--- config.mk ---
export PLATFORM = sky130hd
export DESIGN_NAME = aximm_csr_test_seq
export DESIGN_NICKNAME = d
export VERILOG_FILES = /design/src/rtl/aximm_seq_pkg.sv /design/src/rtl/aximm_avmm_req.sv /design/src/rtl/aximm_csr_test_seq.sv
export SDC_FILE = /design/constraint.sdc
export NUM_CORES = 1
export LEC_CHECK = 0
export BUFFER_PORTS_ARGS = -buffer_cell sky130_fd_sc_hd__buf_2
export CORE_MARGIN = 1
export CORE_UTILIZATION = 40
export CTS_BUF_LIST = sky130_fd_sc_hd__clkbuf_16
export CTS_CLUSTER_SIZE = 20
export DETAILED_ROUTE_END_ITERATION = 10
export GPL_ROUTABILITY_DRIVEN = 0
export PLACE_DENSITY = 0.67
export SYNTH_ARGS = -nofsm -noshare
export SYNTH_HDL_FRONTEND = slang
export SYNTH_HIERARCHICAL = 1
export SYNTH_SLANG_ARGS = --single-unit
--- constraint.sdc ---
create_clock -name clk -period 2.8 [get_ports clk]
set_input_delay 0.28 -clock clk [delete_from_list [all_inputs] [get_ports clk]]
set_output_delay 0.28 -clock clk [all_outputs]
set_load 0.01 [all_outputs]
--- src/rtl/aximm_seq_pkg.sv ---
// Shared types and constants for the AXI-MM CSR test sequencer.
package aximm_seq_pkg;

    // Sequencer states, in the order a test walks through them.
    typedef enum logic [3:0] {
        StIdle,
        StWCfg,
        StWBase,
        StWWgo,
        StPWr,
        StWRgo,
        StPRd,
        StRChk,
        StFin
    } seq_state_e;

    // Test configuration captured on the start cycle.
    typedef struct packed {
        logic [7:0]  length;
        logic [1:0]  burst;
        logic [2:0]  size;
        logic [31:0] addr;
    } seq_cfg_t;

    // Default CSR map of the test top.
    localparam logic [31:0] CFG_ADDR_DEF    = 32'h0000_1000;
    localparam logic [31:0] BASE_ADDR_DEF   = 32'h0000_1004;
    localparam logic [31:0] CTRL_ADDR_DEF   = 32'h0000_1008;
    localparam logic [31:0] STATUS_ADDR_DEF = 32'h0000_100C;

    localparam logic [15:0] POLL_LIMIT_DEF = 16'd4096;
    localparam logic [3:0]  POLL_GAP_DEF   = 4'd8;

    // CTRL go bits (the slave clears them itself).
    localparam logic [31:0] CTRL_WR_GO = 32'h0000_0001;
    localparam logic [31:0] CTRL_RD_GO = 32'h0000_0002;

    // STATUS bit positions.
    localparam int unsigned WR_CMPL = 0;
    localparam int unsigned RD_CMPL = 1;
    localparam int unsigned CHK_LSB = 2;

    // CFG word layout: [7:0] length, [9:8] burst, [12:10] size.
    function automatic logic [31:0] pack_cfg(input logic [7:0] length,
                                             input logic [1:0] burst,
                                             input logic [2:0] size);
        return {19'b0, size, burst, length};
    endfunction

endpackage

--- src/rtl/aximm_avmm_req.sv ---
// Single-request Avalon-MM master engine: presents one request at a time, holds it
// through waitrequest and blocks new requests while a read response is outstanding.
module aximm_avmm_req (
    input  logic        clk_i,
    input  logic        rst_i,
    // request side
    input  logic        req_i,
    input  logic        we_i,
    input  logic [31:0] addr_i,
    input  logic [31:0] wdata_i,
    output logic        ack_o,
    output logic        rd_pend_o,
    output logic        rdata_valid_o,
    output logic [31:0] rdata_o,
    // Avalon-MM side
    output logic [31:0] avm_address_o,
    output logic [31:0] avm_writedata_o,
    output logic        avm_write_o,
    output logic        avm_read_o,
    input  logic [31:0] avm_readdata_i,
    input  logic        avm_readdatavalid_i,
    input  logic        avm_waitrequest_i
);

    logic pend_q, pend_d;
    logic issue;

    // A request only reaches the bus when no read is in flight; the caller holds
    // req/addr/wdata until ack, which keeps the bus stable across waitrequest.
    assign issue = req_i & ~pend_q;

    // Bus drive, handshake and outstanding-read tracking.
    always_comb begin
        avm_write_o     = issue & we_i;
        avm_read_o      = issue & ~we_i;
        avm_address_o   = issue ? addr_i : 32'h0;
        avm_writedata_o = (issue & we_i) ? wdata_i : 32'h0;
        ack_o           = issue & ~avm_waitrequest_i;
        // Stray responses with nothing outstanding are dropped here.
        rdata_valid_o   = pend_q & avm_readdatavalid_i;
        rdata_o         = avm_readdata_i;
        rd_pend_o       = pend_q;
        pend_d          = pend_q;
        if (rdata_valid_o) begin
            pend_d = 1'b0;
        end
        if (ack_o && !we_i) begin
            pend_d = 1'b1;
        end
    end

    // Outstanding-read flag.
    always_ff @(posedge clk_i) begin
        if (rst_i) begin
            pend_q <= 1'b0;
        end else begin
            pend_q <= pend_d;
        end
    end

endmodule

--- src/rtl/aximm_csr_test_seq.sv ---
// Avalon-MM sequencer that runs one AXI-MM loopback test through the test top's CSRs:
// configure, write-go, poll, read-go, poll, read checker result, report.
module aximm_csr_test_seq
    import aximm_seq_pkg::*;
#(
    parameter logic [31:0] CFG_ADDR    = CFG_ADDR_DEF,
    parameter logic [31:0] BASE_ADDR   = BASE_ADDR_DEF,
    parameter logic [31:0] CTRL_ADDR   = CTRL_ADDR_DEF,
    parameter logic [31:0] STATUS_ADDR = STATUS_ADDR_DEF,
    parameter logic [15:0] POLL_LIMIT  = POLL_LIMIT_DEF,
    parameter logic [3:0]  POLL_GAP    = POLL_GAP_DEF
) (
    input  logic        clk,
    input  logic        rst,
    input  logic        start,
    input  logic [7:0]  i_cfg_length,
    input  logic [1:0]  i_cfg_burst,
    input  logic [2:0]  i_cfg_size,
    input  logic [31:0] i_cfg_addr,
    output logic [31:0] o_address,
    output logic [31:0] o_writedata,
    output logic        o_write,
    output logic        o_read,
    input  logic [31:0] i_readdata,
    input  logic        i_readdatavalid,
    input  logic        i_waitrequest,
    output logic        o_busy,
    output logic        o_done,
    output logic        o_pass,
    output logic        o_timeout
);

    seq_state_e  state_q, state_d;
    seq_cfg_t    cfg_q, cfg_d;
    logic [15:0] poll_q, poll_d;
    logic [3:0]  gap_q, gap_d;
    logic        pass_q, pass_d;
    logic        tout_q, tout_d;

    logic        req, we, ack, rd_pend, rd_valid;
    logic [31:0] addr, wdata, rdata;
    logic        poll_hit;
    logic        unused_rdata;

    assign unused_rdata = ^{rdata[31:4], rd_pend};

    aximm_avmm_req u_req (
        .clk_i               (clk),
        .rst_i               (rst),
        .req_i               (req),
        .we_i                (we),
        .addr_i              (addr),
        .wdata_i             (wdata),
        .ack_o               (ack),
        .rd_pend_o           (rd_pend),
        .rdata_valid_o       (rd_valid),
        .rdata_o             (rdata),
        .avm_address_o       (o_address),
        .avm_writedata_o     (o_writedata),
        .avm_write_o         (o_write),
        .avm_read_o          (o_read),
        .avm_readdata_i      (i_readdata),
        .avm_readdatavalid_i (i_readdatavalid),
        .avm_waitrequest_i   (i_waitrequest)
    );

    // Completion bit watched by whichever poll phase is active.
    assign poll_hit = (state_q == StPWr) ? rdata[WR_CMPL] : rdata[RD_CMPL];

    // Next-state, request and result logic.
    always_comb begin
        state_d = state_q;
        cfg_d   = cfg_q;
        poll_d  = poll_q;
        gap_d   = gap_q;
        pass_d  = pass_q;
        tout_d  = tout_q;
        req     = 1'b0;
        we      = 1'b0;
        addr    = 32'h0;
        wdata   = 32'h0;

        unique case (state_q)
            StIdle: begin
                if (start) begin
                    cfg_d   = '{length: i_cfg_length, burst: i_cfg_burst,
                                size: i_cfg_size, addr: i_cfg_addr};
                    pass_d  = 1'b0;
                    tout_d  = 1'b0;
                    state_d = StWCfg;
                end
            end
            StWCfg: begin
                req   = 1'b1;
                we    = 1'b1;
                addr  = CFG_ADDR;
                wdata = pack_cfg(cfg_q.length, cfg_q.burst, cfg_q.size);
                if (ack) state_d = StWBase;
            end
            StWBase: begin
                req   = 1'b1;
                we    = 1'b1;
                addr  = BASE_ADDR;
                wdata = cfg_q.addr;
                if (ack) state_d = StWWgo;
            end
            StWWgo, StWRgo: begin
                req   = 1'b1;
                we    = 1'b1;
                addr  = CTRL_ADDR;
                wdata = (state_q == StWWgo) ? CTRL_WR_GO : CTRL_RD_GO;
                if (ack) begin
                    state_d = (state_q == StWWgo) ? StPWr : StPRd;
                    poll_d  = 16'h0;
                    gap_d   = 4'h0;
                end
            end
            StPWr, StPRd: begin
                // The engine masks req while the previous status read is in flight.
                req  = (gap_q == 4'h0);
                addr = STATUS_ADDR;
                if (gap_q != 4'h0) gap_d = gap_q - 4'd1;
                if (ack && poll_q != 16'hFFFF) poll_d = poll_q + 16'd1;
                if (rd_valid) begin
                    if (poll_hit) begin
                        state_d = (state_q == StPWr) ? StWRgo : StRChk;
                        gap_d   = 4'h0;
                    end else if (poll_q >= POLL_LIMIT) begin
                        tout_d  = 1'b1;
                        pass_d  = 1'b0;
                        state_d = StFin;
                    end else begin
                        gap_d = POLL_GAP;
                    end
                end
            end
            StRChk: begin
                req  = 1'b1;
                addr = STATUS_ADDR;
                if (rd_valid) begin
                    pass_d  = (rdata[CHK_LSB +: 2] == 2'b11);
                    state_d = StFin;
                end
            end
            StFin: begin
                state_d = StIdle;
            end
            default: begin
                state_d = StIdle;
            end
        endcase
    end

    // State and datapath registers.
    always_ff @(posedge clk) begin
        if (rst) begin
            state_q <= StIdle;
            cfg_q   <= '0;
            poll_q  <= 16'h0;
            gap_q   <= 4'h0;
            pass_q  <= 1'b0;
            tout_q  <= 1'b0;
        end else begin
            state_q <= state_d;
            cfg_q   <= cfg_d;
            poll_q  <= poll_d;
            gap_q   <= gap_d;
            pass_q  <= pass_d;
            tout_q  <= tout_d;
        end
    end

    // Status outputs.
    always_comb begin
        o_busy    = (state_q != StIdle);
        o_done    = (state_q == StFin);
        o_pass    = pass_q;
        o_timeout = tout_q;
    end

endmodule

==> impl_metrics.env, run 1 <==
export IMPL_clkTransAtPathRegs_ns=0.06
export IMPL_ff2ff_path_depth=11
export IMPL_crit_type="reg -> out"
export IMPL_grt_pass1_wl_um=15700
export IMPL_finalMaxSlewViolations=0
export IMPL_rows=35
export IMPL_reg2reg_to="poll_q[3]$_SDFFE_PP0P_"
export IMPL_min_from="i_cfg_addr[10]"
export IMPL_fmax_ghz=0.388
export IMPL_fin_skew_ns=0.00818
export IMPL_powerDensity_mw_per_mm2=773
export IMPL_drv_cap=0
export IMPL_antenna_cells=0
export IMPL_dieArea_mm2=0.0103
export IMPL_ctsHtreeMaxLevel=3
export IMPL_worst_pin_slew_ns=0.743
export IMPL_status="finished clean"
export IMPL_antenna_found_initial=1
export IMPL_stdcell_area_mm2=0.00495
export IMPL_min_period_ns=2.58
export IMPL_area_growth_pct=25.4
export IMPL_fp_dieH_um=101
export IMPL_avgViaCountPerCell=4.92
export IMPL_grtUsageMet3_pct=5.59
export IMPL_max_vdd_ir_drop_v=0.000372
export IMPL_drt_wl_total_um=9740
export IMPL_use_met2_pct=32.9
export IMPL_grt_use_met1_pct=23.3
export IMPL_drc_errors=0
export IMPL_mostFrequentLayoutCells="nand2_1 (104), buf_2 (94), and2_1 (88)"
export IMPL_cp_arrival_ns=2.30
export IMPL_worstPathRequired_ns=2.52
export IMPL_critPathLaunch="state_q[2]$_SDFFE_PP0P_"
export IMPL_cts_root_buf="clkbuf_16"
export IMPL_avgSynthCellArea_um2=7.60
export IMPL_start_util_pct=41.9
export IMPL_synth_warnings=6
export IMPL_fillCellCount=957
export IMPL_crit_reg2reg_launch="gap_q[1]$_SDFFE_PP0P_"
export IMPL_syn_area_mm2=0.00395
export IMPL_crit_end="o_writedata[2]"
export IMPL_dr_first_iter_drc_count=206
export IMPL_drive_above_1_share_pct=21.6
export IMPL_cts_sinks=72
export IMPL_grt_use_total_pct=19.2
export IMPL_cts_hold_buf=0
export IMPL_dp_hpwl_um=6990
export IMPL_holdWs_ns=0.186
export IMPL_tns_ns=0
export IMPL_critPathCaptureType="output pin"
export IMPL_hold_path_class="in -> reg"
export IMPL_ios=152
export IMPL_wl_per_cell_um=12.8
export IMPL_rrSetupSlack_ns=0.25
export IMPL_synth_cells=519
export IMPL_path_max_fanout=27
export IMPL_tritoncts="built"
export IMPL_vias=3737
export IMPL_final_common_cell="nand2_1"
export IMPL_grt_busiest_layer="met2"
export IMPL_grt_ovfl_total=0
export IMPL_grt_pass1_vias=3484
export IMPL_grt_max_degree=46
export IMPL_rsz0062_at_grt="no"
export IMPL_drtPass1Iterations=4
export IMPL_holdPathStages=3
export IMPL_io_buffers=94
export IMPL_cts_buffers=9
export IMPL_die_x_um=101
export IMPL_finalCritPeriodShare_pct=92.1
export IMPL_hold_viol=0
export IMPL_dpl_cell_area_mm2=0.00457
export IMPL_antenna_left=0
export IMPL_start_kind="register"
export IMPL_ctsLongestPathBuffers=2
export IMPL_setup_viol=0
export IMPL_coreArea_mm2=0.00942
export IMPL_p_leak_nw=2.19
export IMPL_nets=710
export IMPL_clock_latency_ns=0.33
export IMPL_timing_slew_headroom_pct=50.0
-- flip-flops by register name (all words and copies together), names as in the netlist --
| name | flops |
|---|---|
| poll_q | 16 |
| state_q | 4 |
| o_pass | 1 |
| gap_q | 4 |
| o_timeout | 1 |
| u_req/rd_pend_o | 1 |
| cfg_q | 45 |
-- critical path, stage by stage (launching register included) --
cell     delay (ns)
dfxtp_1        0.42
buf_4          0.23
nor2_1         0.27
and3_1         0.29
buf_4          0.30
a22o_1         0.18
and2_1         0.13
buf_2          0.13
-- final cells by class --
class / count / area [µm²] / share of cell area (%)
Clock inverter: 7 / 119 / 2.40
Timing Repair Buffer: 108 / 576 / 11.6
Tap cell: 129 / 161 / 3.26
Sequential cell: 72 / 1440 / 29.2
Clock buffer: 9 / 225 / 4.55
Inverter: 7 / 26.3 / 0.531
Multi-Input combinational cell: 427 / 2400 / 48.4
-- worst min-delay path by stage --
| stage | end | slack [ns] |
|---|---|---|
| 4_1_cts | cfg_q[32]$_SDFFE_PP0P_ | 0.18 |
| 2_1_floorplan | u_req/rd_pend_o$_SDFFE_PP0P_ | 0.35 |
| 6_report | cfg_q[10]$_SDFFE_PP0P_ | 0.19 |
| 3_5_place_dp | cfg_q[13]$_SDFFE_PP0P_ | 0.44 |
| 3_3_place_gp | cfg_q[27]$_SDFFE_PP0P_ | 0.44 |
| 5_1_grt | cfg_q[27]$_SDFFE_PP0P_ | 0.18 |
-- through the flow --
step / util [%] / setup slack, ns / power [mW] / std cells
global placement: 48.5 / 0.189 / 2.47 / 741
finish: 52.5 / 0.222 / 3.82 / 759
detailed placement: 48.5 / 0.109 / 2.50 / 741
CTS: 52.2 / 0.0432 / 3.82 / 757
global route: 52.5 / 0.00866 / 4.08 / 759
floorplan: - / 0.291 / 2.24 / 547
-- power breakdown --
group	internal (mW)	switching (mW)
logic	0.456	0.825
clock network	0.871	0.437
registers	1.16	0.0777
total	2.48	1.34
-- routing by layer --
layer | wire (µm) | share of wire [%] | vias up
met5 | 13 | 0.13 | -
met3 | 655 | 6.7 | 17
li1 | - | - | 1927
met2 | 4600 | 47 | 114
met4 | 133 | 1.4 | 2
met1 | 4330 | 44 | 1677
-- what timing repair did --
item                                    in CTS  in global routing
gates resized for setup                      2                  4
pin swaps                                    0                  1
buffers inserted                             0                  2
endpoints found under the setup margin       5                 48
(Power assumes the default switching activity.)
==> run 2, diff against run 1 <==
--- a/config.mk
+++ b/config.mk
@@ -13,6 +13,7 @@
 export DETAILED_ROUTE_END_ITERATION = 10
 export GPL_ROUTABILITY_DRIVEN = 0
 export PLACE_DENSITY = 0.67
+export RECOVER_POWER = 100
 export SYNTH_ARGS = -nofsm -noshare
 export SYNTH_HDL_FRONTEND = slang
 export SYNTH_HIERARCHICAL = 1
==> run 2 against run 1 <==
  * Sequential power is essentially flat
  * Highest routed layer unchanged
  * Die area unchanged
  * Combinational power hardly changed
  * Routed wire length up 0.80%
  * Clock skew decreased by 0.00067 ns
==> impl_metrics.env, run 2 (synthesis results as in run 1) <==
export IMPL_antenna_found_initial=1
export IMPL_start_util_pct=41.9
export IMPL_area_growth_pct=24.6
export IMPL_grt_max_degree=46
export IMPL_dr_first_iter_drc_count=189
export IMPL_grt_pass1_vias=3484
export IMPL_largest_reg_flops=45
export IMPL_clock_latency_ns=0.33
export IMPL_dp_worst_setup_slack_ns=0.109
export IMPL_ctsHtreeMaxLevel=3
export IMPL_fmax_ghz=0.383
export IMPL_drc_errors=0
export IMPL_vias=3749
export IMPL_drtPass1Iterations=4
export IMPL_io_buffers=94
export IMPL_fin_skew_ns=0.00751
export IMPL_cp_arrival_ns=2.33
export IMPL_finalMaxSlewViolations=0
export IMPL_tritoncts="built"
export IMPL_cts_buffers=9
export IMPL_multi_input_area_mm2=0.00240
export IMPL_cts_sinks=72
export IMPL_reg_largest_list="cfg_q: 45 flops, poll_q: 16 flops"
export IMPL_drt_wl_total_um=9820
export IMPL_cts_hold_buf=0
export IMPL_max_vdd_ir_drop_v=0.000377
export IMPL_avgViaCountPerCell=4.94
export IMPL_finalCritPeriodShare_pct=93.4
export IMPL_min_period_ns=2.61
export IMPL_fp_dieH_um=101
export IMPL_drive_above_1_share_pct=17.9
export IMPL_rsz0062_at_grt="no"
export IMPL_largest_register="cfg_q"
export IMPL_grt_use_total_pct=19.2
export IMPL_crit_type="reg -> out"
export IMPL_stdcell_area_mm2=0.00491
export IMPL_mostFrequentLayoutCells="nand2_1 (104), and2_1 (73), dfxtp_1 (71), buf_2 (71), a21oi_1 (53)"
export IMPL_clkTransAtPathRegs_ns=0.06
export IMPL_start_kind="register"
export IMPL_tns_ns=0
export IMPL_dp_hpwl_um=6990
export IMPL_nets=710
export IMPL_ctsLongestPathBuffers=2
export IMPL_status="finished clean"
export IMPL_grt_ovfl_total=0
export IMPL_grt_pass1_wl_um=15700
export IMPL_drv_cap=0
export IMPL_cts_root_buf="clkbuf_16"
export IMPL_dieArea_mm2=0.0103
export IMPL_ios=152
export IMPL_die_x_um=101
export IMPL_p_leak_nw=2.07
export IMPL_timing_slew_headroom_pct=39.5
export IMPL_setup_ws_ns=0.186
export IMPL_critPathCaptureType="output pin"
export IMPL_register_area_mm2=0.00144
export IMPL_final_common_cell="nand2_1"
export IMPL_dpl_cell_area_mm2=0.00457
export IMPL_setup_viol=0
export IMPL_coreArea_mm2=0.00942
export IMPL_antenna_cells=0
export IMPL_fillCellCount=966
export IMPL_hold_path_class="in -> reg"
export IMPL_hold_viol=0
export IMPL_worstPathRequired_ns=2.52
export IMPL_antenna_left=0
export IMPL_worst_pin_slew_ns=0.907
export IMPL_path_max_fanout=27
export IMPL_powerDensity_mw_per_mm2=778
export IMPL_rows=35
export IMPL_wl_per_cell_um=12.9
run 2: cell count changes in the layout (fill, tap and decap cells not counted), sizes merged:
cell and change:
clkbuf +26, buf -26
run 2: layer usage:
metal / GRT usage [%] / wire length (µm)
met5: 0 / 13
met3: 5.59 / 624
met2: 32.9 / 4590
met4: 5.69 / 135
met1: 23.3 / 4450
run 2: path summary, 6_finish.rpt:
kind,from,end,slack [ns],cells after the start
setup reg to reg,gap_q[1]$_SDFFE_PP0P_,poll_q[3]$_SDFFE_PP0P_,0.25,11
setup / recovery,state_q[2]$_SDFFE_PP0P_,o_writedata[11],0.19,7
hold reg to reg,cfg_q[37]$_SDFFE_PP0P_,cfg_q[37]$_SDFFE_PP0P_,0.45,2
hold / removal,i_cfg_addr[28],cfg_q[28]$_SDFFE_PP0P_,0.19,3
run 2: report_power, final:
part / internal (mW) / total (mW) / leakage, nW / switching (mW)
clock network: 0.871 / 1.31 / 0.164 / 0.437
logic: 0.447 / 1.28 / 1.32 / 0.833
registers: 1.16 / 1.24 / 0.588 / 0.0776
total: 2.48 / 3.82 / 2.07 / 1.35
run 2: layout make-up:
class,count,area share [%]
clock buffers,9,4.58
clock inverters,7,2.42
inverters,7,0.535
multi-input cells,427,48.8
flip-flops and latches,72,29.4
well taps,129,3.28
repair buffers,108,11.1
run 2: critical path, cell delays in order, from the launching register on:
cell and delay (ns):
dfxtp_1 0.42, buf_4 0.23, nor2_1 0.29, and3_1 0.29
buf_4 0.30, a22o_1 0.19, and2_1 0.13, clkbuf_1 0.15
run 2: what timing repair did:
| action | in CTS | in global routing |
|---|---|---|
| resized for setup | 2 | 4 |
| pin swaps | 0 | 1 |
| endpoints found under the setup margin | 5 | 48 |
| buffers inserted | 0 | 2 |
run 2: stage by stage:
step / total power, mW / utilization (%) / hold slack (ns) / instances
after detailed placement: 2.50 / 48.5 / 0.443 / 741
after global routing: 4.07 / 52.2 / 0.185 / 759
final: 3.82 / 52.2 / 0.186 / 759
after floorplan: 2.24 / - / 0.349 / 547
after CTS: 3.82 / 52.2 / 0.180 / 757
after global placement: 2.47 / 48.5 / 0.437 / 741
